--- config.mk ---
export PLATFORM = sky130hd
export DESIGN_NAME = tdm_demux
export DESIGN_NICKNAME = d
export VERILOG_FILES = /design/src/rtl/tdm_demux.sv
export SDC_FILE = /design/constraint.sdc
export NUM_CORES = 1
export LEC_CHECK = 0
export ABC_AREA = 1
export CAP_MARGIN = 30
export CORE_MARGIN = 2
export CORE_UTILIZATION = 49
export DETAILED_ROUTE_END_ITERATION = 8
export PLACE_DENSITY = 0.81
export SLEW_MARGIN = 20
export SYNTH_ARGS = -nofsm -noshare
export SYNTH_HDL_FRONTEND = slang
export SYNTH_SLANG_ARGS = --single-unit
--- constraint.sdc ---
create_clock -name clk -period 2 [get_ports clk]
set_clock_uncertainty 0.2 [all_clocks]
set_input_delay 0.3 -clock clk [delete_from_list [all_inputs] [get_ports clk]]
set_output_delay 0.3 -clock clk [all_outputs]
set_load 0.02 [all_outputs]
--- src/rtl/tdm_demux.sv ---
// Serial TDM frame demultiplexer: assembles LSB-first WIDTH-bit words for N_CH channels per frame.
// Latency: out_valid one cycle after a word's last accepted bit; no backpressure, serial_valid gaps stall all state.
module tdm_demux #(
  parameter int WIDTH = 8,
  parameter int N_CH  = 4
) (
  input  logic                    clk,
  input  logic                    rst,
  input  logic                    serial_valid,
  input  logic                    serial_data,
  input  logic                    frame_start,
  output logic                    out_valid,
  output logic [WIDTH-1:0]        out_data,
  output logic [$clog2(N_CH)-1:0] out_ch,
  output logic                    frame_err
);

  localparam int BW = (WIDTH > 1) ? $clog2(WIDTH) : 1;
  localparam int CW = $clog2(N_CH);
  localparam logic [BW-1:0] LAST_BIT = BW'(WIDTH - 1);
  localparam logic [CW-1:0] LAST_CH  = CW'(N_CH - 1);

  typedef enum logic {
    IDLE = 1'b0,
    RECV = 1'b1
  } state_t;

  state_t          state;
  logic [BW-1:0]   bit_cnt;
  logic [CW-1:0]   ch_cnt;
  logic [WIDTH-1:0] shreg;
  logic [WIDTH-1:0] word_nxt;
  logic [WIDTH-1:0] first_word;

  // Shift register with the incoming bit merged in at the current bit position.
  always_comb begin
    word_nxt          = shreg;
    word_nxt[bit_cnt] = serial_data;
    first_word        = '0;
    first_word[0]     = serial_data;
  end

  always_ff @(posedge clk or posedge rst) begin
    if (rst) begin
      state     <= IDLE;
      bit_cnt   <= '0;
      ch_cnt    <= '0;
      shreg     <= '0;
      out_valid <= 1'b0;
      out_data  <= '0;
      out_ch    <= '0;
      frame_err <= 1'b0;
    end else begin
      out_valid <= 1'b0;
      frame_err <= 1'b0;
      if (serial_valid) begin
        case (state)
          IDLE: begin
            if (frame_start) begin
              shreg   <= first_word;
              bit_cnt <= BW'(1);
              ch_cnt  <= '0;
              state   <= RECV;
            end
          end
          RECV: begin
            if (frame_start) begin
              // Resynchronise on the unexpected frame marker; the partial word is dropped.
              frame_err <= 1'b1;
              shreg     <= first_word;
              bit_cnt   <= BW'(1);
              ch_cnt    <= '0;
            end else if (bit_cnt == LAST_BIT) begin
              out_valid <= 1'b1;
              out_data  <= word_nxt;
              out_ch    <= ch_cnt;
              shreg     <= '0;
              bit_cnt   <= '0;
              if (ch_cnt == LAST_CH) begin
                ch_cnt <= '0;
                state  <= IDLE;
              end else begin
                ch_cnt <= ch_cnt + 1'b1;
              end
            end else begin
              shreg   <= word_nxt;
              bit_cnt <= bit_cnt + 1'b1;
            end
          end
          default: state <= IDLE;
        endcase
      end
    end
  end

endmodule

Word-level counts from Yosys, hierarchy flattened --
Index checks and enable logic that the tools add are counted.
Storage, ports and cells: flip-flop bits (word level) 26, output and inout port bits 12, logic and storage cells 49
Cells by class: add/subtract/negate cells 2, $lt $le $gt $ge 2, eq/ne operators 4, multiplexer cells 27, bitwise logic cells 2, reductions and logical operators 4
Operator list (number):
- $mux W8 | 3
- $pmux W8 S2 | 1
- $mux W1 | 11
- $mux W3 | 3
- $bwmux W8 | 1
- $mux W2 | 4
- $pmux W3 S2 | 1
- $lt A3 B4 Y1 const B | 1
- $pmux W2 S2 | 1
- $reduce_and A4 Y1 | 1
- $add A3 B1 Y3 const B | 1
- $demux W1 S3 | 1
- $eq A3 B3 Y1 const B | 1
- $ge A3 B1 Y1 const B | 1
- $ne A3 B2 Y1 const B | 1
- $reduce_and A3 Y1 | 1
- $add A2 B1 Y2 const B | 1
- $eq A2 B2 Y1 const B | 1
- $ne A2 B2 Y1 const B | 1
- $not A1 Y1 | 2
- $pmux W1 S2 | 1
- $reduce_and A2 Y1 | 1
- $logic_and A1 B1 Y1 | 1

Longest topological paths before layout --
Gate-level depths: netlist (run 1).
depth in word-level cells 8, mapped depth 8

Least setup slack after synthesis (run 1) --
No wires, ideal clock.
path kind register to register, start point reg bit_cnt[1], end point reg out_data[1], setup time 123 ps, data arrival time 1435 ps, slack 242 ps, stages on the path, launching flop included 9, buffers on the path 1, period minus slack after synthesis 1758 ps, path through dfrtp_1 ha_1 ha_1 inv_1 nor3_4 inv_4 buf_6 nand2_1 o21ai_1
Between the ends: longest elaborated chain between the ends 5, elaborated cells on any way between the ends 8, those cells by class 2 x order compare; 1 x eq/ne; 3 x mux; 2 x reduce/logical
Ends and longest elaborated chain:
- start: declaration | RTL line 29 | logic [BW-1:0] bit_cnt;
- start signal: assignment | RTL line 87 | bit_cnt <= bit_cnt + 1'b1;
- $lt A3 B4 Y1 (not written as such) / $ge A3 B1 Y1 (equally long branches) | RTL line 38 | word_nxt[bit_cnt] = serial_data;
- $logic_and A1 B1 Y1 (not written as such) | RTL line 38
- $mux W1 (not written as such) | RTL line 38
- $demux W1 S3 | RTL line 38
- $bwmux W8 | RTL line 38
- end signal: assignment | RTL line 75 | out_data <= word_nxt;
- end: declaration | RTL line 13 | output logic [WIDTH-1:0] out_data,
Parallel ways exist; a longest one is shown, timed or not. A chain may end at the register's enable or synchronous reset.

Worst setup path in the final report (run 1) --
Ends and elaborated chain as after synthesis.

==> results of run 1 <==
## layout make-up
class / count / area (um^2)
Fill cell: 191 / 833.3
Sequential cell: 26 / 650.6
Multi-Input combinational cell: 98 / 475.5
Timing Repair Buffer: 18 / 175.2
Inverter: 18 / 70.07
Clock buffer: 4 / 36.28
Tap cell: 28 / 35.03
## stage by stage
step / hold slack, ns / worst slack (ns) / utilization [%] / area, um^2
CTS: 0.1180 / 0.08928 / 63.39 / 1443
global placement: 0.2627 / 0.1406 / 61.79 / 1406
detailed placement: 0.2659 / 0.08323 / 61.79 / 1406
floorplan: 0.1400 / 0.2419 / - / 1207
global route: 0.1480 / 0.02568 / 63.39 / 1443
finish: 0.1095 / 0.1488 / 63.39 / 1443
## metal layers
metal  share of wire [%]  vias to the layer above
met5                   0                        -
met1                  46                      472
met3                 4.8                       11
met2                  46                       33
li1                    -                      502
met4                 2.8                        0
## power by group
| part | switching [mW] | total [mW] | internal, mW |
|---|---|---|---|
| Clock | 0.148 | 0.259 | 0.111 |
| Combinational | 0.140 | 0.232 | 0.0919 |
| Sequential | 0.0402 | 0.610 | 0.570 |
## worst reg2reg max path: stages (launching register included)
cell	delay (ns)
dfrtp_1	0.48
ha_1	0.22
ha_1	0.18
inv_1	0.10
nor3_4	0.29
inv_4	0.13
nand2_1	0.09
o21ai_1	0.06
## cells in the mapped netlist (all sizes together)
cell	instances	area share (%)
nand2	52	17
dfrtp	26	54
o21ai	19	8.2
inv	18	5.8
nand3	15	6.2
ha	4	4.1
nor2	4	1.2
a21oi	1	0.41
buf	1	0.93
nor3	1	1.3
o211ai	1	0.62
o21a	1	0.62
## registers in the layout, indices dropped and copies added (netlist names)
| signal | flops |
|---|---|
| out_data | 8 |
| shreg | 8 |
| bit_cnt | 3 |
| ch_cnt | 2 |
| out_ch | 2 |
| frame_err | 1 |
| out_valid | 1 |
| state | 1 |
## kinds of logic (layout without fill, tap and decap cells)
| logic type | Yosys count | after routing |
|---|---|---|
| adders and majority gates | 4 | 4 |
| AOI/OAI and AO/OA | 22 | 22 |
| and+or+nand+nor | 72 | 72 |
| buffers and inverters | 19 | 40 |
| DFF | 26 | 26 |
## path summary, 6_finish.rpt
path,endpoint,slack (ns),cells past startpoint
setup / recovery,out_data[1]$_DFFE_PP0P_,0.15,7
max in group asynchronous,shreg[5]$_DFFE_PP0P_,1.25,3
min in group clk,out_data[6]$_DFFE_PP0P_,0.30,2
setup reg to reg,out_data[1]$_DFFE_PP0P_,0.15,7
hold / removal,out_ch[1]$_DFFE_PP0P_,0.11,3
hold reg to reg,out_data[6]$_DFFE_PP0P_,0.30,2
==> run summary, run 1 <==
The category of the most critical setup path is reg -> reg. At the worst endpoint, the required time is 2.01 ns. The detailed router finished its first iteration with 30 violations. The final layout net count came out at 174. Dividing the final minimum period by the clock period gives 92.56%.

Along the worst path, the maximum fanout reaches 13. The H-tree level count came out at 1. The top cell types in the final layout, fill and taps aside, are 50 x nand2_1, 26 x dfrtp_1, 17 x inv_1. Setup repair after global routing left no endpoint under its margin. The clock-pin slew of the registers on the worst-case setup and hold paths was 0.13 ns. Count of buffers inserted at the top-level ports: 16. Die span in x: 53.64 um.

The tools report the total setup violations reported at the end of the flow as 0. Traced cell by cell, the critical path runs through ha_1, ha_1, inv_1, nor3_4, inv_4, nand2_1, o21ai_1. The tools report the number of pins with negative max-slew slack in the final report as 0. For the HPWL reported at the end of detailed placement, the log shows 1745 um. For the finished layout, the period the worst path requires is 1.851 ns. Counting every instance in the synthesized netlist gives 143. For this run, global-route usage on met3 was measured as 2.778%.

The tools report the number of global-route vias before repair as 952. Across every metal layer, demand over resource in global routing totals 20.23%. The number of nets produced by synthesis is 152, and the relative slew slack is 77.03%. The floorplan has 17 rows.

The worst register-to-register path begins at bit_cnt[1]$_DFFE_PP0P_. The run gives 33.54% as the global-route track usage on met2. By area, the combinational part of the netlist is dominated by simple AND/OR/NAND/NOR gates. Across the run, the number of max-cap violations was 0. The kind of start point of the critical path was a register. In the synthesized netlist, mux cells make up 0% of the area. The tools report the summed negative setup slack over all endpoints as 0 ns. Static timing analysis puts the maximum clock frequency at 0.5402 GHz. Counting along the longest clock path gives a buffer depth of 2.

The first global-routing pass estimated 4133 um of wire. The pre-antenna-repair detailed-routing pass consisted of 4 iterations. The post-synthesis to final-layout area growth works out to 19.48%. The commonest non-fill, non-tap cell in the layout was nand2_1.

The mean routed wirelength per cell was 12.48 um. In the routed layout, each cell is associated on average with a via count of 5.302. Count of unique library cells instantiated by Yosys: 16. The number of antenna repair diodes is 0, and the worst endpoint data arrival time is 1.86 ns.

The number of clock sinks is 26. The number of clock buffers added by TritonCTS is 3. The tools report the global route total overflow as 0.

The power per standard cell area was 763.2 nW/um^2. Share of the synthesized netlist area taken by xor and xnor gates: 0%. The tools report the timing startpoint of the critical path as bit_cnt[1]$_DFFE_PP0P_. Of the synthesized area, sequential elements account for 53.89%. For the initial core utilization, the log shows 53.05%. The count of placed standard cells in the final layout, fillers left out is 192.

For the pin count of the biggest net entering global routing, the log shows 27. The synthesized netlist occupies a cell area of 1207 um^2. The run finished with clean final reports.

Synthesis inferred 26 register bits. The die boundary height was 53.64 um. The final route contains 1018 vias.

The worst path buffer plus inverter count was 2. The floorplan step defined a die boundary enclosing 2877 um^2. Global routing used 26.04% of the available met1 tracks. Gates resized during post-CTS repair numbered 0. The count of final hold-check violations came out at 0. The tools report the kind of end point of the critical path as a register.

At the end of routability-driven placement, the weighted congestion stood at 0.9358. Once placement completed, the tool counted placed cells totaling 188. TritonCTS built the clock tree. The compound-gate portion of the synthesized area is 9.845%. The worst-case vdd ir drop is 0.0005121 V. The warning count from the yosys run was 0; the adder-cell share of the synthesized area was 4.145%. At the later pin of the worst-skew pair, clock insertion delay measures 0.31 ns. A synthesized cell averages 8.443 um^2.

The total area inside the core boundary comes to 2276 um^2. In this run the static leakage power is 0.7342 nW. In the final layout, the share of cells above drive strength 1 is 6.707%.

During I/O placement, the number of pins put on the boundary was 17. Wires add up to 2396 um. In the routed design, unresolved DRC markers number 0. The run gives 0 as the number of hold buffers added after cts. The highest cell delay on the worst timing path works out to 0.48 ns. Family with the most delay on the worst path: flip-flops.

Total power for the finished layout comes to 1.101 mW. The run gives 0 as the post-CTS repair timing setup buffer count. The slowest stage of the critical path is the dfrtp_1 cell. The clock root buffer is clkbuf_4. The tightest min-delay check is of the in -> async type.

Cell repeated most along the worst path: ha_1. The run gives 0 as the number of antenna violations at the first check in global routing. The number of antenna-violating nets in the routed design is 0.

For the pin with the worst max-slew slack, the measured transition is 0.3435 ns. Post-synthesis simple-gate area fraction: 25.39%. The most crowded layer after global routing is met2.
Note: power is estimated with default switching activity, not from simulation.
==> run 2, diff against run 1 <==
--- a/config.mk
+++ b/config.mk
@@ -6,11 +6,12 @@
 export NUM_CORES = 1
 export LEC_CHECK = 0
 export ABC_AREA = 1
-export CAP_MARGIN = 30
+export CAP_MARGIN = 15
 export CORE_MARGIN = 2
 export CORE_UTILIZATION = 49
 export DETAILED_ROUTE_END_ITERATION = 8
 export PLACE_DENSITY = 0.81
+export SKIP_LAST_GASP = 1
 export SLEW_MARGIN = 20
 export SYNTH_ARGS = -nofsm -noshare
 export SYNTH_HDL_FRONTEND = slang
==> results of run 2 <==
Same layout as run 1: the final DEF is identical, and so are final timing and power.
==> run 3, diff against run 2 <==
--- a/config.mk
+++ b/config.mk
@@ -10,6 +10,7 @@
 export CORE_MARGIN = 2
 export CORE_UTILIZATION = 49
 export DETAILED_ROUTE_END_ITERATION = 8
+export GPL_ROUTABILITY_DRIVEN = 0
 export PLACE_DENSITY = 0.81
 export SKIP_LAST_GASP = 1
 export SLEW_MARGIN = 20
==> results of run 3 <==
Same layout as run 1: the final DEF is identical, and so are final timing and power.
